**src/rtl/imem_port_arbiter_pkg.sv**
```systemverilog
// Shared definitions for the instruction-memory port arbiter: response
// owner encoding, default parameters and the address range helper.
package imem_port_arbiter_pkg;

  typedef enum logic [1:0] {
    OWN_NONE = 2'd0,
    OWN_IF   = 2'd1,
    OWN_D    = 2'd2
  } owner_e;

  localparam int ADD_WIDTH_DEF    = 17;
  localparam int STARVE_LIMIT_DEF = 4;

  // True when any address bit above the memory's byte-address width is set.
  function automatic logic addr_oor(input logic [31:0] add, input int unsigned aw);
    return (add >> aw) != 32'd0;
  endfunction

endpackage

```
**src/rtl/imem_port_arbiter_if.sv**
```systemverilog
// Bundle of the fetch port, data port and memory-side signals around the
// arbiter. The slave view is the arbiter itself; the master view is the
// surrounding core/memory environment.
interface imem_port_arbiter_if;

  logic        if_req;
  logic [31:0] if_add;
  logic        if_gnt;
  logic        if_rvalid;
  logic [31:0] if_rdata;

  logic        d_req;
  logic [31:0] d_add;
  logic [3:0]  d_wen;
  logic [31:0] d_wdata;
  logic        d_gnt;
  logic        d_rvalid;
  logic [31:0] d_rdata;
  logic        d_err;

  logic [31:0] m_add;
  logic [3:0]  m_wen;
  logic [31:0] m_wdata;
  logic [31:0] m_rdata;

  modport slave (
    input  if_req, if_add, d_req, d_add, d_wen, d_wdata, m_rdata,
    output if_gnt, if_rvalid, if_rdata,
    output d_gnt, d_rvalid, d_rdata, d_err,
    output m_add, m_wen, m_wdata
  );

  modport master (
    output if_req, if_add, d_req, d_add, d_wen, d_wdata, m_rdata,
    input  if_gnt, if_rvalid, if_rdata,
    input  d_gnt, d_rvalid, d_rdata, d_err,
    input  m_add, m_wen, m_wdata
  );

endinterface

```
**src/rtl/imem_starve_ctr.sv**
```systemverilog
// Counts consecutive cycles the fetch port has been denied and flags when
// it has waited long enough to take priority over the data port.
module imem_starve_ctr
  import imem_port_arbiter_pkg::*;
#(
  parameter int STARVE_LIMIT = STARVE_LIMIT_DEF
) (
  input  logic clk,
  input  logic reset,
  input  logic if_req,
  input  logic if_gnt,
  output logic starve
);

  logic [3:0] cnt_d;
  logic [3:0] cnt_q;

  // Saturating increment while fetch waits; any grant or idle fetch clears it.
  always_comb begin
    cnt_d = 4'd0;
    if (if_req && !if_gnt) begin
      if (cnt_q == 4'd15) begin
        cnt_d = 4'd15;
      end else begin
        cnt_d = cnt_q + 4'd1;
      end
    end else begin
      cnt_d = 4'd0;
    end
  end

  // Counter register with synchronous clear on reset.
  always_ff @(posedge clk) begin
    if (reset) begin
      cnt_q <= 4'd0;
    end else begin
      cnt_q <= cnt_d;
    end
  end

  assign starve = (cnt_q >= 4'(STARVE_LIMIT));

endmodule

```
**src/rtl/imem_port_arbiter.sv**
```systemverilog
// Arbitrates one single-port word memory between instruction fetch and the
// load/store port: same-cycle grant, address/write muxing, range checking
// and steering of the 1-cycle-latency read response to its owner.
module imem_port_arbiter
  import imem_port_arbiter_pkg::*;
#(
  parameter int ADD_WIDTH    = ADD_WIDTH_DEF,
  parameter int STARVE_LIMIT = STARVE_LIMIT_DEF
) (
  input  logic               clk,
  input  logic               reset,
  imem_port_arbiter_if.slave bus
);

  logic        starve;
  logic        if_gnt;
  logic        d_gnt;
  logic        if_oor;
  logic        d_oor;
  logic [31:0] m_add;
  logic [3:0]  m_wen;
  owner_e      owner_d;
  owner_e      owner_q;
  logic        oor_d;
  logic        oor_q;
  logic        if_rvalid;
  logic        d_rvalid;
  logic        d_err;
  logic [31:0] if_rdata;
  logic [31:0] d_rdata;

  imem_starve_ctr #(
    .STARVE_LIMIT(STARVE_LIMIT)
  ) u_starve (
    .clk    (clk),
    .reset  (reset),
    .if_req (bus.if_req),
    .if_gnt (if_gnt),
    .starve (starve)
  );

  // Grant: data by default, fetch once it has starved long enough.
  always_comb begin
    if_gnt = 1'b0;
    d_gnt  = 1'b0;
    if (reset) begin
      if_gnt = 1'b0;
      d_gnt  = 1'b0;
    end else if (bus.d_req && !(bus.if_req && starve)) begin
      d_gnt = 1'b1;
    end else if (bus.if_req) begin
      if_gnt = 1'b1;
    end else begin
      if_gnt = 1'b0;
      d_gnt  = 1'b0;
    end
  end

  // Memory address mux and write enables; out-of-range writes never reach memory.
  always_comb begin
    if_oor = addr_oor(bus.if_add, int'(ADD_WIDTH));
    d_oor  = addr_oor(bus.d_add, int'(ADD_WIDTH));
    if (d_gnt) begin
      m_add = bus.d_add;
    end else begin
      m_add = bus.if_add;
    end
    if (d_gnt && !d_oor) begin
      m_wen = bus.d_wen;
    end else begin
      m_wen = 4'b0000;
    end
  end

  // Record who owns next cycle's memory read data and whether it was out of range.
  always_comb begin
    owner_d = OWN_NONE;
    oor_d   = 1'b0;
    if (d_gnt) begin
      owner_d = OWN_D;
      oor_d   = d_oor;
    end else if (if_gnt) begin
      owner_d = OWN_IF;
      oor_d   = if_oor;
    end else begin
      owner_d = OWN_NONE;
      oor_d   = 1'b0;
    end
  end

  // Response ownership register; reset discards any response in flight.
  always_ff @(posedge clk) begin
    if (reset) begin
      owner_q <= OWN_NONE;
      oor_q   <= 1'b0;
    end else begin
      owner_q <= owner_d;
      oor_q   <= oor_d;
    end
  end

  // Steer memory read data to the owner; the other port sees zero.
  always_comb begin
    if_rvalid = 1'b0;
    if_rdata  = 32'd0;
    d_rvalid  = 1'b0;
    d_rdata   = 32'd0;
    d_err     = 1'b0;
    if (reset) begin
      if_rvalid = 1'b0;
      d_rvalid  = 1'b0;
    end else begin
      case (owner_q)
        OWN_IF: begin
          if_rvalid = 1'b1;
          if_rdata  = oor_q ? 32'd0 : bus.m_rdata;
        end
        OWN_D: begin
          d_rvalid = 1'b1;
          d_err    = oor_q;
          d_rdata  = oor_q ? 32'd0 : bus.m_rdata;
        end
        default: begin
          if_rvalid = 1'b0;
          d_rvalid  = 1'b0;
        end
      endcase
    end
  end

  assign bus.if_gnt    = if_gnt;
  assign bus.d_gnt     = d_gnt;
  assign bus.m_add     = m_add;
  assign bus.m_wen     = m_wen;
  assign bus.m_wdata   = bus.d_wdata;
  assign bus.if_rvalid = if_rvalid;
  assign bus.if_rdata  = if_rdata;
  assign bus.d_rvalid  = d_rvalid;
  assign bus.d_rdata   = d_rdata;
  assign bus.d_err     = d_err;

endmodule
```
**src/flat_wrapper.sv**
```systemverilog
// flat-port wrapper written by rule: the top's interface ports become plain ports
module imem_port_arbiter_flat import imem_port_arbiter_pkg::*;
#(
  parameter int ADD_WIDTH    = ADD_WIDTH_DEF,
  parameter int STARVE_LIMIT = STARVE_LIMIT_DEF
)
  (clk, reset, bus_if_req, bus_if_add, bus_d_req, bus_d_add, bus_d_wen, bus_d_wdata, bus_m_rdata, bus_if_gnt, bus_if_rvalid, bus_if_rdata, bus_d_gnt, bus_d_rvalid, bus_d_rdata, bus_d_err, bus_m_add, bus_m_wen, bus_m_wdata);
  imem_port_arbiter_if bus_i ();
  input  logic clk;
  input  logic reset;
  input wire logic [$bits(bus_i.if_req)-1:0] bus_if_req;
  input wire logic [$bits(bus_i.if_add)-1:0] bus_if_add;
  input wire logic [$bits(bus_i.d_req)-1:0] bus_d_req;
  input wire logic [$bits(bus_i.d_add)-1:0] bus_d_add;
  input wire logic [$bits(bus_i.d_wen)-1:0] bus_d_wen;
  input wire logic [$bits(bus_i.d_wdata)-1:0] bus_d_wdata;
  input wire logic [$bits(bus_i.m_rdata)-1:0] bus_m_rdata;
  output wire logic [$bits(bus_i.if_gnt)-1:0] bus_if_gnt;
  output wire logic [$bits(bus_i.if_rvalid)-1:0] bus_if_rvalid;
  output wire logic [$bits(bus_i.if_rdata)-1:0] bus_if_rdata;
  output wire logic [$bits(bus_i.d_gnt)-1:0] bus_d_gnt;
  output wire logic [$bits(bus_i.d_rvalid)-1:0] bus_d_rvalid;
  output wire logic [$bits(bus_i.d_rdata)-1:0] bus_d_rdata;
  output wire logic [$bits(bus_i.d_err)-1:0] bus_d_err;
  output wire logic [$bits(bus_i.m_add)-1:0] bus_m_add;
  output wire logic [$bits(bus_i.m_wen)-1:0] bus_m_wen;
  output wire logic [$bits(bus_i.m_wdata)-1:0] bus_m_wdata;
  assign bus_i.if_req = bus_if_req;
  assign bus_i.if_add = bus_if_add;
  assign bus_i.d_req = bus_d_req;
  assign bus_i.d_add = bus_d_add;
  assign bus_i.d_wen = bus_d_wen;
  assign bus_i.d_wdata = bus_d_wdata;
  assign bus_i.m_rdata = bus_m_rdata;
  assign bus_if_gnt = bus_i.if_gnt;
  assign bus_if_rvalid = bus_i.if_rvalid;
  assign bus_if_rdata = bus_i.if_rdata;
  assign bus_d_gnt = bus_i.d_gnt;
  assign bus_d_rvalid = bus_i.d_rvalid;
  assign bus_d_rdata = bus_i.d_rdata;
  assign bus_d_err = bus_i.d_err;
  assign bus_m_add = bus_i.m_add;
  assign bus_m_wen = bus_i.m_wen;
  assign bus_m_wdata = bus_i.m_wdata;
  imem_port_arbiter #(.ADD_WIDTH(ADD_WIDTH), .STARVE_LIMIT(STARVE_LIMIT)) u_core (.clk(clk), .reset(reset), .bus(bus_i));
endmodule
```
**config.mk**
```make
export PLATFORM = sky130hd
export DESIGN_NAME = imem_port_arbiter_flat
export DESIGN_NICKNAME = d
export VERILOG_FILES = /design/src/rtl/imem_port_arbiter_pkg.sv /design/src/rtl/imem_port_arbiter_if.sv /design/src/rtl/imem_starve_ctr.sv /design/src/rtl/imem_port_arbiter.sv /design/src/flat_wrapper.sv
export SDC_FILE = /design/constraint.sdc
export NUM_CORES = 1
export LEC_CHECK = 0
export ABC_AREA = 0
export CAP_MARGIN = 15
export CORE_AREA = 2 2 104 106
export DETAILED_ROUTE_END_ITERATION = 10
export DIE_AREA = 0 0 106 108
export GPL_ROUTABILITY_DRIVEN = 0
export PLACE_DENSITY = 0.67
export SKIP_CTS_REPAIR_TIMING = 1
export SLEW_MARGIN = 20
export SYNTH_ARGS = -nofsm -noshare
export SYNTH_HDL_FRONTEND = slang
export SYNTH_SLANG_ARGS = --single-unit
```
**constraint.sdc**
```tcl
create_clock -name clk -period 3.9 [get_ports clk]
set_input_delay 0.78 -clock clk [delete_from_list [all_inputs] [get_ports clk]]
set_output_delay 0.78 -clock clk [all_outputs]
set_load 0.005 [all_outputs]
```
==> impl_metrics.py <==
metrics = {
    "global_routing": {
        "gr-usage-all-layers_pct": 11.6,
        "grt_first_pass_wirelength_mm": 10.6,
        "grt_max_degree": 34,
        "grt_pass1_vias": 2166,
        "antenna_found_initial": 0,
        "overflow": 0,
    },
    "clock_tree": {
        "clkSinkCount": 7,
        "htreeDepth": 1,
        "cts_tree": "built",
        "cts_buffers": 3,
        "insertion_delay_ns": 0.22,
        "clkTransAtPathRegs_ns": 0.04,
        "cts-root-buf": "clkbuf_8",
        "clock_path_buffers": 2,
    },
    "yosys": {
        "syn_avg_cell_area_sq_um": 6.91,
        "synth_area_leaders": "nor2_1 16%, buf_4 16%, mux2_4 14%, nand2b_1 13%, mux2_2 13%",
        "synth_commonest_cells": "67 x nor2_1, 33 x nand2b_1, 32 x buf_4",
        "async_reset_ff_share_pct": 0,
        "syn-cell-area_sq_um": 1550,
        "synth_cell_type_count": 25,
        "synth.most_common_cell": "nor2_1",
        "synthCells": 224,
        "dominantRegCellSynth": "dfxtp_1",
        "yosysWarnings": 0,
        "syn_nets": 361,
        "synth_area_leader_cell": "nor2_1",
        "synth_edf_count": 0,
        "yosys.area.top_type_share_pct": 16.2,
        "yosysSeqAreaShare_pct": 9.05,
        "yosys_register_bits": 7,
    },
    "floorplan": {
        "dieArea_sq_um": 11400,
        "row_count": 37,
        "ios": 273,
        "fp.dieW_um": 106,
        "core_sq_um": 10200,
        "die_h_um": 108,
        "initial_core_util_pct": 15.1,
    },
    "sta": {
        "hold_violations": 0,
        "fin_tns_setup_ns": 0,
        "slew_viol_final": 0,
        "max_slew_margin_pct": 47.2,
        "final-setup-viol-count": 0,
        "rsz0062_at_grt": "false",
        "fmax_mhz": 279,
        "fin_crit_sh_pct": 92.0,
        "max_slew.worst_pin.slew_ns": 0.791,
        "fin_crit_ns": 3.59,
        "holdWs_ns": 0.451,
        "skew_ns": 0.00302,
    },
    "pwr": {
        "power.leakage_uw": 0.00138,
        "power_density_nw_per_um2": 133,
        "peakVddDrop_uv": 109,
    },
    "critical_path": {
        "critPathRequiredTime_ns": 3.12,
        "crit_fanout": 5,
        "startpoint_type": "input pin",
        "crit_arrival_ns": 2.81,
        "path_class": "input pin to output pin",
        "critPathCaptureType": "output pin",
    },
    "detailed_routing": {
        "wl_per_cell_um": 14.0,
        "routed_wl_mm": 7.40,
        "first_iter_violations": 110,
        "viasPerCell": 4.00,
        "firstDrtPassIters": 4,
        "postRouteAntennaNets": 0,
        "drc": 0,
        "vias": 2121,
    },
    "outcome": {
        "status": "complete, no violations",
    },
    "final_layout": {
        "antenna_cells": 0,
        "syn2layout_area_growth_pct": 130,
        "nets": 532,
        "layout-drive-gt1-share_pct": 10.7,
    },
    "placed_design": {
        "hpwl_mm": 6.52,
        "numPortBuffers": 208,
    },
    "min_path": {
        "hp-class": "flip-flop to flip-flop",
    },
    "flow_run": {
        "max_cap_viol_count": 0,
    },
}
-- power breakdown --
part,internal [uW],switching [uW],total [uW]
clock network,70.5,28.8,99.3
logic,207,86.7,294
registers,74.9,6.98,81.9
total,352,123,475
-- critical path: stages --
cell	delay, ns
clkdlybuf4s50_1	0.43
nor4_1	0.32
nand4_1	0.29
nor3_1	0.41
clkdlybuf4s50_1	0.58
-- sequential cells by signal, indices dropped and copies added, names as in the netlist --
| register | count |
|---|---|
| u_core.u_starve.cnt_q | 4 |
| u_core.owner_q | 2 |
| u_core.oor_q | 1 |
-- routing by layer --
metal	up-vias	GRT usage (%)	share of wire (%)
met4	0	3.85	2.9
li1	1028	-	-
met1	919	10.4	31
met5	-	0	0
met3	12	3.07	11
met2	162	24.5	55
-- through the flow --
stage	utilization (%)	total power (uW)	area, sq um	setup WS [ns]	cells
floorplan	-	204	1550	1.57	224
global placement	34.4	375	3520	0.300	526
detailed placement	34.4	379	3520	0.309	526
CTS	34.9	481	3570	0.298	530
global route	34.9	504	3570	0.208	530
finish	34.9	475	3570	0.311	530
-- cells by family after synthesis --
logic type	share of synthesized area, %
flip-flops	9.05
AO/OA/AOI/OAI	2.18
buffers and inverters	23.1
AND/OR/NAND/NOR	37.9
other	0.242
multiplexers	26.7
adder cells (fa/ha/maj)	0.808
-- area by class of cell --
type                       count  area [sq um]
clock buffer                   4          45.0
fill                        1050          6660
inverter                      10          37.5
multi-input combinational    161          1050
sequential                     7           140
tap                          136           170
timing repair buffer         212          2120
-- path summary, 6_finish.rpt --
check | slack, ns | start | endpoint | cells after the start
min | 0.45 | u_core.u_starve.cnt_q[0] | u_core.u_starve.cnt_q[0] | 1
max reg2reg | 2.77 | u_core.u_starve.cnt_q[2] | u_core.oor_q | 5
max | 0.31 | bus_d_add[18] | bus_m_wen[2] | 5
min reg2reg | 0.45 | u_core.u_starve.cnt_q[0] | u_core.u_starve.cnt_q[0] | 1
-- cell usage in the layout (no fill, tap or decap) --
cell	synthesis	routed
nor2_1	67	67
mux2_4	14	14
clkdlybuf4s50_1	0	208
nor4_1	6	6
a21oi_1	4	4
inv_2	1	1
nand2b_1	33	33
nor2b_4	1	1
nand4_1	2	2
a22o_1	1	1
and3_1	1	1
o21ai_1	1	1
or3b_1	1	1
nand2_2	1	1
dfxtp_1	7	7
nand3_1	2	2
buf_12	0	1
ha_1	1	1
nor3_1	6	6
inv_1	9	9
clkbuf_8	0	3
conb_1	1	1
mux2_2	18	18
nand2_1	1	1
buf_4	32	3
clkbuf_1	7	1
Note: power is estimated with default switching activity, not from simulation.
